--- config.mk ---
export PLATFORM = sky130hd
export DESIGN_NAME = deserializer
export DESIGN_NICKNAME = d
export VERILOG_FILES = /design/src/rtl/deserializer.sv
export SDC_FILE = /design/constraint.sdc
export NUM_CORES = 1
export LEC_CHECK = 0
export ABC_AREA = 1
export CAP_MARGIN = 0
export CORE_AREA = 2 2 49 51
export CTS_CLUSTER_DIAMETER = 120
export DETAILED_ROUTE_END_ITERATION = 16
export DIE_AREA = 0 0 51 53
export PLACE_DENSITY_LB_ADDON = 0.25
export SLEW_MARGIN = 20
export SYNTH_ARGS = -nofsm -noshare
export SYNTH_HDL_FRONTEND = slang
export SYNTH_SLANG_ARGS = --single-unit
--- constraint.sdc ---
create_clock -name clock -period 1.3 [get_ports clock]
set_input_delay 0.26 -clock clock [delete_from_list [all_inputs] [get_ports clock]]
set_output_delay 0.26 -clock clock [all_outputs]
set_load 0.02 [all_outputs]
--- src/rtl/deserializer.sv ---
// deserializer: serial-to-parallel receiver for the serializer frame format
// (start bit 1, DATA_WIDTH data bits MSB first, stop bit 0, line idles 0).
// Received words are held in a one-entry register with a valid/ready
// handshake; framing errors and overruns are reported as one-cycle pulses.
module deserializer #(
    parameter int unsigned DATA_WIDTH = 8
) (
    input  logic                  clock,
    input  logic                  reset,
    input  logic                  data_in,
    output logic [DATA_WIDTH-1:0] data_out,
    output logic                  valid,
    input  logic                  ready,
    output logic                  busy,
    output logic                  frame_error,
    output logic                  overrun
);

    localparam int unsigned CNT_W = $clog2(DATA_WIDTH + 1);

    typedef enum logic [1:0] {
        S_IDLE  = 2'd0,
        S_SHIFT = 2'd1,
        S_STOP  = 2'd2
    } state_t;

    state_t                r_state;
    logic [CNT_W-1:0]      r_cnt;
    logic [DATA_WIDTH-1:0] r_sr;
    logic [DATA_WIDTH-1:0] r_data;
    logic                  r_valid;
    logic                  r_busy;
    logic                  r_frame_error;
    logic                  r_overrun;

    logic w_accept;
    logic w_last_bit;
    logic w_room;

    // Consumer takes the held word this cycle
    assign w_accept   = r_valid & ready;
    // Current SHIFT cycle samples the final data bit
    assign w_last_bit = (r_cnt == CNT_W'(DATA_WIDTH - 1));
    // Holding register can take a new word (empty, or emptied this cycle)
    assign w_room     = ~r_valid | ready;

    // Frame FSM, shift register, holding register and status pulses
    always_ff @(posedge clock) begin
        if (reset) begin
            r_state       <= S_IDLE;
            r_cnt         <= '0;
            r_sr          <= '0;
            r_data        <= '0;
            r_valid       <= 1'b0;
            r_busy        <= 1'b0;
            r_frame_error <= 1'b0;
            r_overrun     <= 1'b0;
        end else begin
            r_frame_error <= 1'b0;
            r_overrun     <= 1'b0;

            // A handshake empties the holder; a load in STOP below overrides it
            if (w_accept) begin
                r_valid <= 1'b0;
            end

            case (r_state)
                S_IDLE: begin
                    if (data_in) begin
                        r_state <= S_SHIFT;
                        r_cnt   <= '0;
                        r_busy  <= 1'b1;
                    end
                end
                S_SHIFT: begin
                    r_sr  <= {r_sr[DATA_WIDTH-2:0], data_in};
                    r_cnt <= r_cnt + CNT_W'(1);
                    if (w_last_bit) begin
                        r_state <= S_STOP;
                    end
                end
                S_STOP: begin
                    r_state <= S_IDLE;
                    r_busy  <= 1'b0;
                    if (data_in) begin
                        r_frame_error <= 1'b1;
                    end else if (w_room) begin
                        r_data  <= r_sr;
                        r_valid <= 1'b1;
                    end else begin
                        r_overrun <= 1'b1;
                    end
                end
                default: begin
                    r_state <= S_IDLE;
                    r_busy  <= 1'b0;
                end
            endcase
        end
    end

    assign data_out    = r_data;
    assign valid       = r_valid;
    assign busy        = r_busy;
    assign frame_error = r_frame_error;
    assign overrun     = r_overrun;

endmodule

==> impl_metrics.env <==
export IMPL_min_from="r_sr[7]"
export IMPL_tightest_slew_ps=267.6
export IMPL_cp_end_kind="primary output"
export IMPL_n_antenna_cell=0
export IMPL_drt_antenna_violating_nets=0
export IMPL_cts_root_buf="clkbuf_4"
export IMPL_dr_wl_met2_um=835
export IMPL_hpwl_um=1357
export IMPL_area_growth_pct=25.03
export IMPL_slew_headroom_pct=82.14
export IMPL_final_setup_viol_count=0
export IMPL_die_area_sq_mm=0.002703
export IMPL_cts_max_path_buffers=2
export IMPL_hold_viol=0
export IMPL_cp_top_family="flip-flops"
export IMPL_cp_required_ps=1040
export IMPL_cts_tree="built"
export IMPL_drt_met1_wl_um=830
export IMPL_synthDistinctLibCells=17
export IMPL_max_freq_ghz=0.8029
export IMPL_antenna_found_initial=0
export IMPL_viasPerCell=4.667
export IMPL_start_util_pct=47.47
export IMPL_routedWlPerCell_um=9.253
export IMPL_timing_critical_path_cells="dlygate4sd2_1"
export IMPL_peakVddDrop_mv=0.6097
export IMPL_path_clk_slew_ps=130
export IMPL_drc=0
export IMPL_crit_buf_inv=1
export IMPL_cts_htree_levels=1
export IMPL_p_leak_nw=0.5410
export IMPL_cts_sinks=26
export IMPL_status="finished, final reports clean"
export IMPL_arrival_ps=990
export IMPL_grt_setup_unrepaired="no"
export IMPL_drt_total_wl_um=1721
export IMPL_place_congestion=0.8182
export IMPL_final_cell_mix="dfxtp_1, nor2_1, nand2_1"
export IMPL_grt_pass1_vias=783
export IMPL_r2r_start="r_state[0]"
export IMPL_die_h_um=53
export IMPL_drt_iter0_markers=6
export IMPL_startpoint_type="flop"
export IMPL_fin_crit_ps=1245
export IMPL_syn_avg_cell_area_sq_um=7.554
export IMPL_min_path_cells=2
export IMPL_core_sq_mm=0.002148
export IMPL_firstDrtPassIters=4
export IMPL_ys_ff_latch=26
export IMPL_syn_inst=135
export IMPL_reg2reg_slack_ps=180
export IMPL_fin_crit_sh_pct=95.80
export IMPL_vias=868
export IMPL_layout_commonest_cell="dfxtp_1"
export IMPL_final_setup_skew_ps=7.613
export IMPL_fin_util_pct=59.35
export IMPL_syn_area_sq_mm=0.001020
export IMPL_hold_path_class="flop to flop"
export IMPL_die_x_um=51
export IMPL_ys_seq_area_share_pct=51.04
export IMPL_grt_use_total_pct=15.52
export IMPL_routed_top_layer="met4"
export IMPL_grt_pass1_wl_um=3194
export IMPL_powerDensity_mw_per_mm2=1017
export IMPL_pin_count=16
export IMPL_setup_worst_path_end="data_out[0]"
export IMPL_grt_max_degree=19
export IMPL_clkLatencyLatePin_ps=310
export IMPL_synth_warnings=0
export IMPL_cp_max_fo=2
export IMPL_port_buffers=15
export IMPL_cp_depth=1
export IMPL_row_count=17
export IMPL_slowest_delay_ps=350
export IMPL_crit_start="data_out[0]"
export IMPL_nets=165
export IMPL_max_cap_violations=0
export IMPL_critical_path_class="flop to primary output"
export IMPL_critPathSlowestCell="dfxtp_1"
export IMPL_grt_overflow=0
export IMPL_layout_drive_gt1_share_pct=11.39
export IMPL_p_total_mw=1.297
export IMPL_r2r_end="r_cnt[3]"
export IMPL_synth_nets=140
export IMPL_reg2regPathDepth=6
export IMPL_wl_met3_um=43
export IMPL_cts_buffers=3
export IMPL_maxSlewViolCount=0
==> power breakdown <==
group	internal [mW]	total, mW	leakage [nW]	switching (mW)
Combinational	0.0559	0.128	0.316	0.0721
Sequential	0.826	0.844	0.212	0.0176
Clock	0.108	0.325	0.0138	0.217
Total	0.990	1.30	0.541	0.307
==> synthesized netlist by cell type <==
master	number	area (sq um)
dfxtp_1	26	520.5
clkbuf_1	1	3.750
nor2_4	2	22.52
inv_1	16	60.06
a21oi_1	12	60.06
buf_4	1	7.510
nor2_1	25	93.84
nand2_1	21	78.83
nand2_2	1	6.260
inv_2	2	7.510
nor4_1	1	6.260
ha_1	1	12.51
nor3_1	2	10.01
nand4_1	8	50.05
buf_2	3	15.01
nand3_1	2	10.01
o21ai_0	11	55.05
==> cells by family (layout without fill, tap and decap cells) <==
logic type	after synthesis	after routing	synth area share [%]
adders and majority gates	1	1	1.227
and+or+nand+nor	62	62	27.24
DFF	26	26	51.04
buffers and inverters	23	46	9.202
AOI/OAI and AO/OA	23	23	11.29
==> layer usage <==
metal	up-vias	track usage (%)
met5	-	0
met4	0	6.757
met3	2	2.542
met2	10	27.27
met1	379	18.60
li1	477	-
==> worst min-delay path by stage <==
stage	end	slack, ps
after floorplan	r_state[0]	430
after global placement	r_sr[7]	440
after detailed placement	r_sr[7]	450
after CTS	r_sr[7]	470
after global routing	busy	490
final	r_sr[7]	460
==> through the flow <==
step                std cells  setup WS, ps  hold WS, ps  TNS, ps  instance area, sq um
floorplan                 135         262.3        428.7        0                  1020
global placement          183         13.17        441.9        0                  1254
detailed placement        183        -32.16        450.4   -92.25                  1254
CTS                       186         17.27        466.8        0                  1261
global route              186         3.403        493.0        0                  1275
finish                    186         54.59        461.0        0                  1275
==> what timing repair did <==
action / CTS / global route
endpoints found under the setup margin: 12 / 8
gates resized for setup: 12 / 8
hold buffers: 0 / 0
hold endpoints to repair: 0 / 0
setup buffers: 0 / 0
==> flip-flops by register name, summed over array words and instances, names as in the netlist <==
register,cells
r_cnt,4
r_sr,8
overrun,1
valid,1
data_out,8
busy,1
frame_error,1
r_state,2
==> layout make-up <==
| cell class | count | area (sq um) |
|---|---|---|
| fillers | 205 | 873.3 |
| repair buffers | 25 | 219.0 |
| flip-flops and latches | 26 | 520.5 |
| well taps | 28 | 35.03 |
| clock buffers | 3 | 22.52 |
| inverters | 18 | 67.56 |
| multi-input cells | 86 | 410.4 |
Note: power is estimated with default switching activity, not from simulation.
==> edit 1: new RTL, same settings <==
Encoding of `state_t`: now one-hot (3 bits for 3 states).
--- a/src/rtl/deserializer.sv
+++ b/src/rtl/deserializer.sv
@@ -18,10 +18,10 @@
 
     localparam int unsigned CNT_W = $clog2(DATA_WIDTH + 1);
 
-    typedef enum logic [1:0] {
-        S_IDLE  = 2'd0,
-        S_SHIFT = 2'd1,
-        S_STOP  = 2'd2
+    typedef enum logic [2:0] {
+        S_IDLE  = 3'b001,
+        S_SHIFT = 3'b010,
+        S_STOP  = 3'b100
     } state_t;
 
     state_t                r_state;
Behaviour: no difference found for any inputs over 10 cycles, from zero or initial values and one cycle with reset high; not proved beyond that.
==> edit 1 against the original RTL <==
  * Sequential share of layout area up 1.9 points
  * Routed wire length up 4.4%
  * Utilization down 0.52 points
  * Design area down 0.88%
  * Sequential cell count up 1
  * First-iteration DRC count up 67%
  * Clock power up 8.6%
  * Synthesized area up 3.2%
  * Combinational power up 48%
  * Setup slack worse by 0.0025 ns
  * Power up 11%
  * Sequential power up 5.9%
  * Final cell count down 3.8%
==> edit 1: results (changes against the original RTL) <==
----------------------------------------------------
[Synth]
  Distinct cell type count after synthesis ... 22 (+5)
  Synthesized Nets ... 136 (-2.9%)
  Top cells by area, synth ... sky130_fd_sc_hd__dfxtp_1 51%, sky130_fd_sc_hd__nor2_1 13%, sky130_fd_sc_hd__o21ai_0 8.6%, sky130_fd_sc_hd__nand3_2 3.8%, sky130_fd_sc_hd__nand3_1 2.9%
  Commonest cells post-synth ... 36 x sky130_fd_sc_hd__nor2_1, 27 x sky130_fd_sc_hd__dfxtp_1, 18 x sky130_fd_sc_hd__o21ai_0
  Proportion of synthesized chip area in sequential cells ... 51.4% (+0.32 points)

[Min path]
  HP Class ... reg -> reg

[STA]
  Final worst path period share ... 96.0% (+0.19 points)
  Clock skew ... 0.00981 ns (+0.00219 ns)
  Worst Max-Slew Pin Slew ... 0.225 ns (-0.0429 ns)

[GRT]
  GR Util met1 ... 18.7% (+0.13 points)
  Global routing met3 resource utilization ... 2.54% (unchanged)
  Vias in the first global route ... 751 (-4.1%)
  Global-route wire length before repair ... 3.14 mm (-1.7%)
  Largest net degree at the start of global routing ... 20 (+1)
  Met2 usage ... 25.8% (-1.5 points)
  Global-route total usage across every layer ... 15.7% (+0.16 points)

[CTS]
  Number of gates resized after CTS ... 12 (unchanged)
  Clk_lat worst skew ... 0.32 ns
  H-tree level count ... 1 (unchanged)
  Number of buffers added to fix hold violations after cts ... 0 (unchanged)

[Worst setup path]
  Worst EP arrival ... 0.99 ns (about the same)
  Crit-path slowest cell ... sky130_fd_sc_hd__dfxtp_1

[Pwr]
  Total clock network power ... 353 uW (+8.6%)
  Internal ... 1060 uW (+7.1%)
  Share of power burned in registers ... 62.2% (-2.8 points)
  Static leakage ... 0.000531 uW (-1.8%)
  Max IR drop VDD ... 755 uV (+24%)

[Detailed routing]
  Final wirelength ... 1.80 mm (+4.4%)
  Avg Vias per Cell ... 4.82 (+3.2%)
  Detailed-routing wirelength on met1 ... 857 um (+3.3%)
  Detail Route met3 WL ... 53 um (+23%)
  1st-iter DRT viols ... 10 (+4)

[Layout]
  Total of fill cells in the finished design ... 209 (+2.0%)
  Fraction of layout instances using a drive strength above 1 ... 14.6% (+3.2 points)
  Layout Nets ... 157 (-4.8%)

[Placed design]
  Post-place setup slack ... -0.109 ns (-0.0771 ns)
  Placer congestion estimate ... 0.720 (-12%)
  HPWL Detailed ... 1.34 mm (-1.6%)

[Outcome]
  Outcome ... finished, final reports clean

----------------------------------------------------
==> edit 1: cell count changes in the layout (fill, tap and decap cells not counted), sizes merged, moves of 5 or more <==
cell / delta
nand3: +8
buf: -5
nand4: -7
a21oi: -6
nand2: -12
o21ai: +7
nor2: +9
inv: -5
==> edit 1: metrics by stage <==
| stage | util [%] | cell area (um2) | power, uW | hold slack [ns] | cells |
|---|---|---|---|---|---|
| 6_report | 58.8 | 1260 | 1440 | 0.490 | 179 |
| 5_1_grt | 58.8 | 1260 | 1510 | 0.515 | 179 |
| 4_1_cts | 58.4 | 1250 | 1450 | 0.495 | 179 |
| 3_5_place_dp | 57.8 | 1240 | 1100 | 0.469 | 175 |
| 3_3_place_gp | 57.8 | 1240 | 1100 | 0.454 | 175 |
| 2_1_floorplan | - | 1050 | 1050 | 0.405 | 131 |
==> edit 1: final timing paths <==
check,startpoint,to,cells past startpoint
setup reg to reg,r_state[0],r_cnt[0],6
setup / recovery,data_out[7],data_out[7],1
hold / removal,data_out[2],data_out[2],2
hold reg to reg,data_out[2],data_out[2],2
==> edit 1: final cells by class <==
cell class / instances / area, um2 / share of cell area [%]
multi-input cells: 87 / 425 / 33.7
well taps: 28 / 35.0 / 2.77
clock buffers: 4 / 26.3 / 2.08
flip-flops and latches: 27 / 541 / 42.8
inverters: 13 / 53.8 / 4.26
repair buffers: 20 / 183 / 14.5
==> edit 1: cells by family (layout without fill, tap and decap cells) <==
group | count (synthesis) | after routing | synth area share, %
flops | 27 | 27 | 51.4
compound gates | 25 | 25 | 12.5
simple gates | 61 | 61 | 26.8
fa+ha+maj | 1 | 1 | 1.19
buf+inv | 17 | 37 | 8.20
==> edit 2: new RTL, same flow settings <==
Made on the original files. `DATA_WIDTH`: 8 -> 4.
--- a/src/rtl/deserializer.sv
+++ b/src/rtl/deserializer.sv
@@ -3,7 +3,7 @@
 // Received words are held in a one-entry register with a valid/ready
 // handshake; framing errors and overruns are reported as one-cycle pulses.
 module deserializer #(
-    parameter int unsigned DATA_WIDTH = 8
+    parameter int unsigned DATA_WIDTH = 4
 ) (
     input  logic                  clock,
     input  logic                  reset,
Ports: changed (resized data_out); port bits go from 16 to 12. The function was not compared with the original's and may differ.
==> edit 2 against the original RTL <==
  * Via count fell by 34%
  * Power decreased by 29%
  * Largest cell class unchanged
  * Routed wire length fell by 35%
  * Setup slack improved by 0.033 ns
  * Clock skew fell by 0.0042 ns
  * First-iteration DRC count did not move
  * Design area down 34%
  * Utilization decreased by 20 points
  * Synthesized area shrank 35%
  * Sequential cell count is 9 lower
  * Critical path type unchanged
  * Fmax grew 2.7%
  * Combinational power shrank 33%
==> edit 2: results (changes against the original RTL) <==
----------------------------------------------------
[Worst setup path]
  Worst flop-to-flop path startpoint ... r_cnt[0]
  Crit path from ... busy
  Endpoint of the worst-slack reg-to-reg timing path ... r_cnt[2]
  Worst EP arrival ... 0.95 ns (-0.04 ns)

[Synth]
  Commonest cells post-synth ... 17 x sky130_fd_sc_hd__dfxtp_1, 11 x sky130_fd_sc_hd__nand2_1, 11 x sky130_fd_sc_hd__nor2_1
  Gate Count Post-Synth ... 83 (-39%)
  Share of synthesized cell area in full adder, half adder and majority cells ... 3.77% (+2.5 points)

[Pwr]
  Internal ... 694 uW (-30%)
  Power Combinational ... 86.3 uW (-33%)
  Max IR drop VDD ... 403 uV (-34%)

[Placed design]
  Placer congestion estimate ... 0.707 (-14%)
  Quantity of I/O buffers inserted on ports ... 11 (-4)

[STA]
  Final worst path period share ... 93.3% (-2.5 points)
  Clock skew ... 0.00343 ns (-0.00419 ns)
  Maximum frequency from static timing analysis ... 825 MHz (+2.7%)

[Detailed routing]
  Avg WL per Cell ... 8.79 um (-5.0%)
  Final wirelength ... 1.12 mm (-35%)
  Avg Vias per Cell ... 4.54 (-2.8%)

[CTS]
  Number of gates resized after CTS ... 8 (-4)
  Clk_lat worst skew ... 0.28 ns (-0.03 ns)
  Clk pin slew, worst setup/hold paths ... 0.10 ns (-0.03 ns)

[GRT]
  Met2 usage ... 15.6% (-12 points)
  Largest net degree at the start of global routing ... 12 (-7)

[Outcome]
  Outcome ... finished, final reports clean

[Layout]
  Fraction of layout instances using a drive strength above 1 ... 11.1% (-0.28 points)

----------------------------------------------------
edit 2: logic make-up after synthesis:
group,after synthesis
adder cells (fa/ha/maj),2
AO/OA/AOI/OAI,15
flip-flops,17
buffers and inverters,15
AND/OR/NAND/NOR,34
edit 2: how the worst min path moves through the flow:
stage	start	endpoint	slack (ns)	depth (start not counted)
5_1_grt	r_sr[3]	r_sr[3]	0.50	2
6_report	r_sr[3]	r_sr[3]	0.47	2
4_1_cts	r_sr[3]	r_sr[3]	0.47	2
3_3_place_gp	r_sr[3]	r_sr[3]	0.45	2
2_1_floorplan	data_in	r_state[0]	0.42	2
3_5_place_dp	r_sr[3]	r_sr[3]	0.46	2
edit 2: area by class of cell:
type	count	area, um2	area share (%)
Inverter	13	48.8	5.84
Sequential cell	17	340	40.7
Tap cell	28	35.0	4.19
Multi-Input combinational cell	51	263	31.4
Timing Repair Buffer	14	123	14.7
Clock buffer	4	26.3	3.14
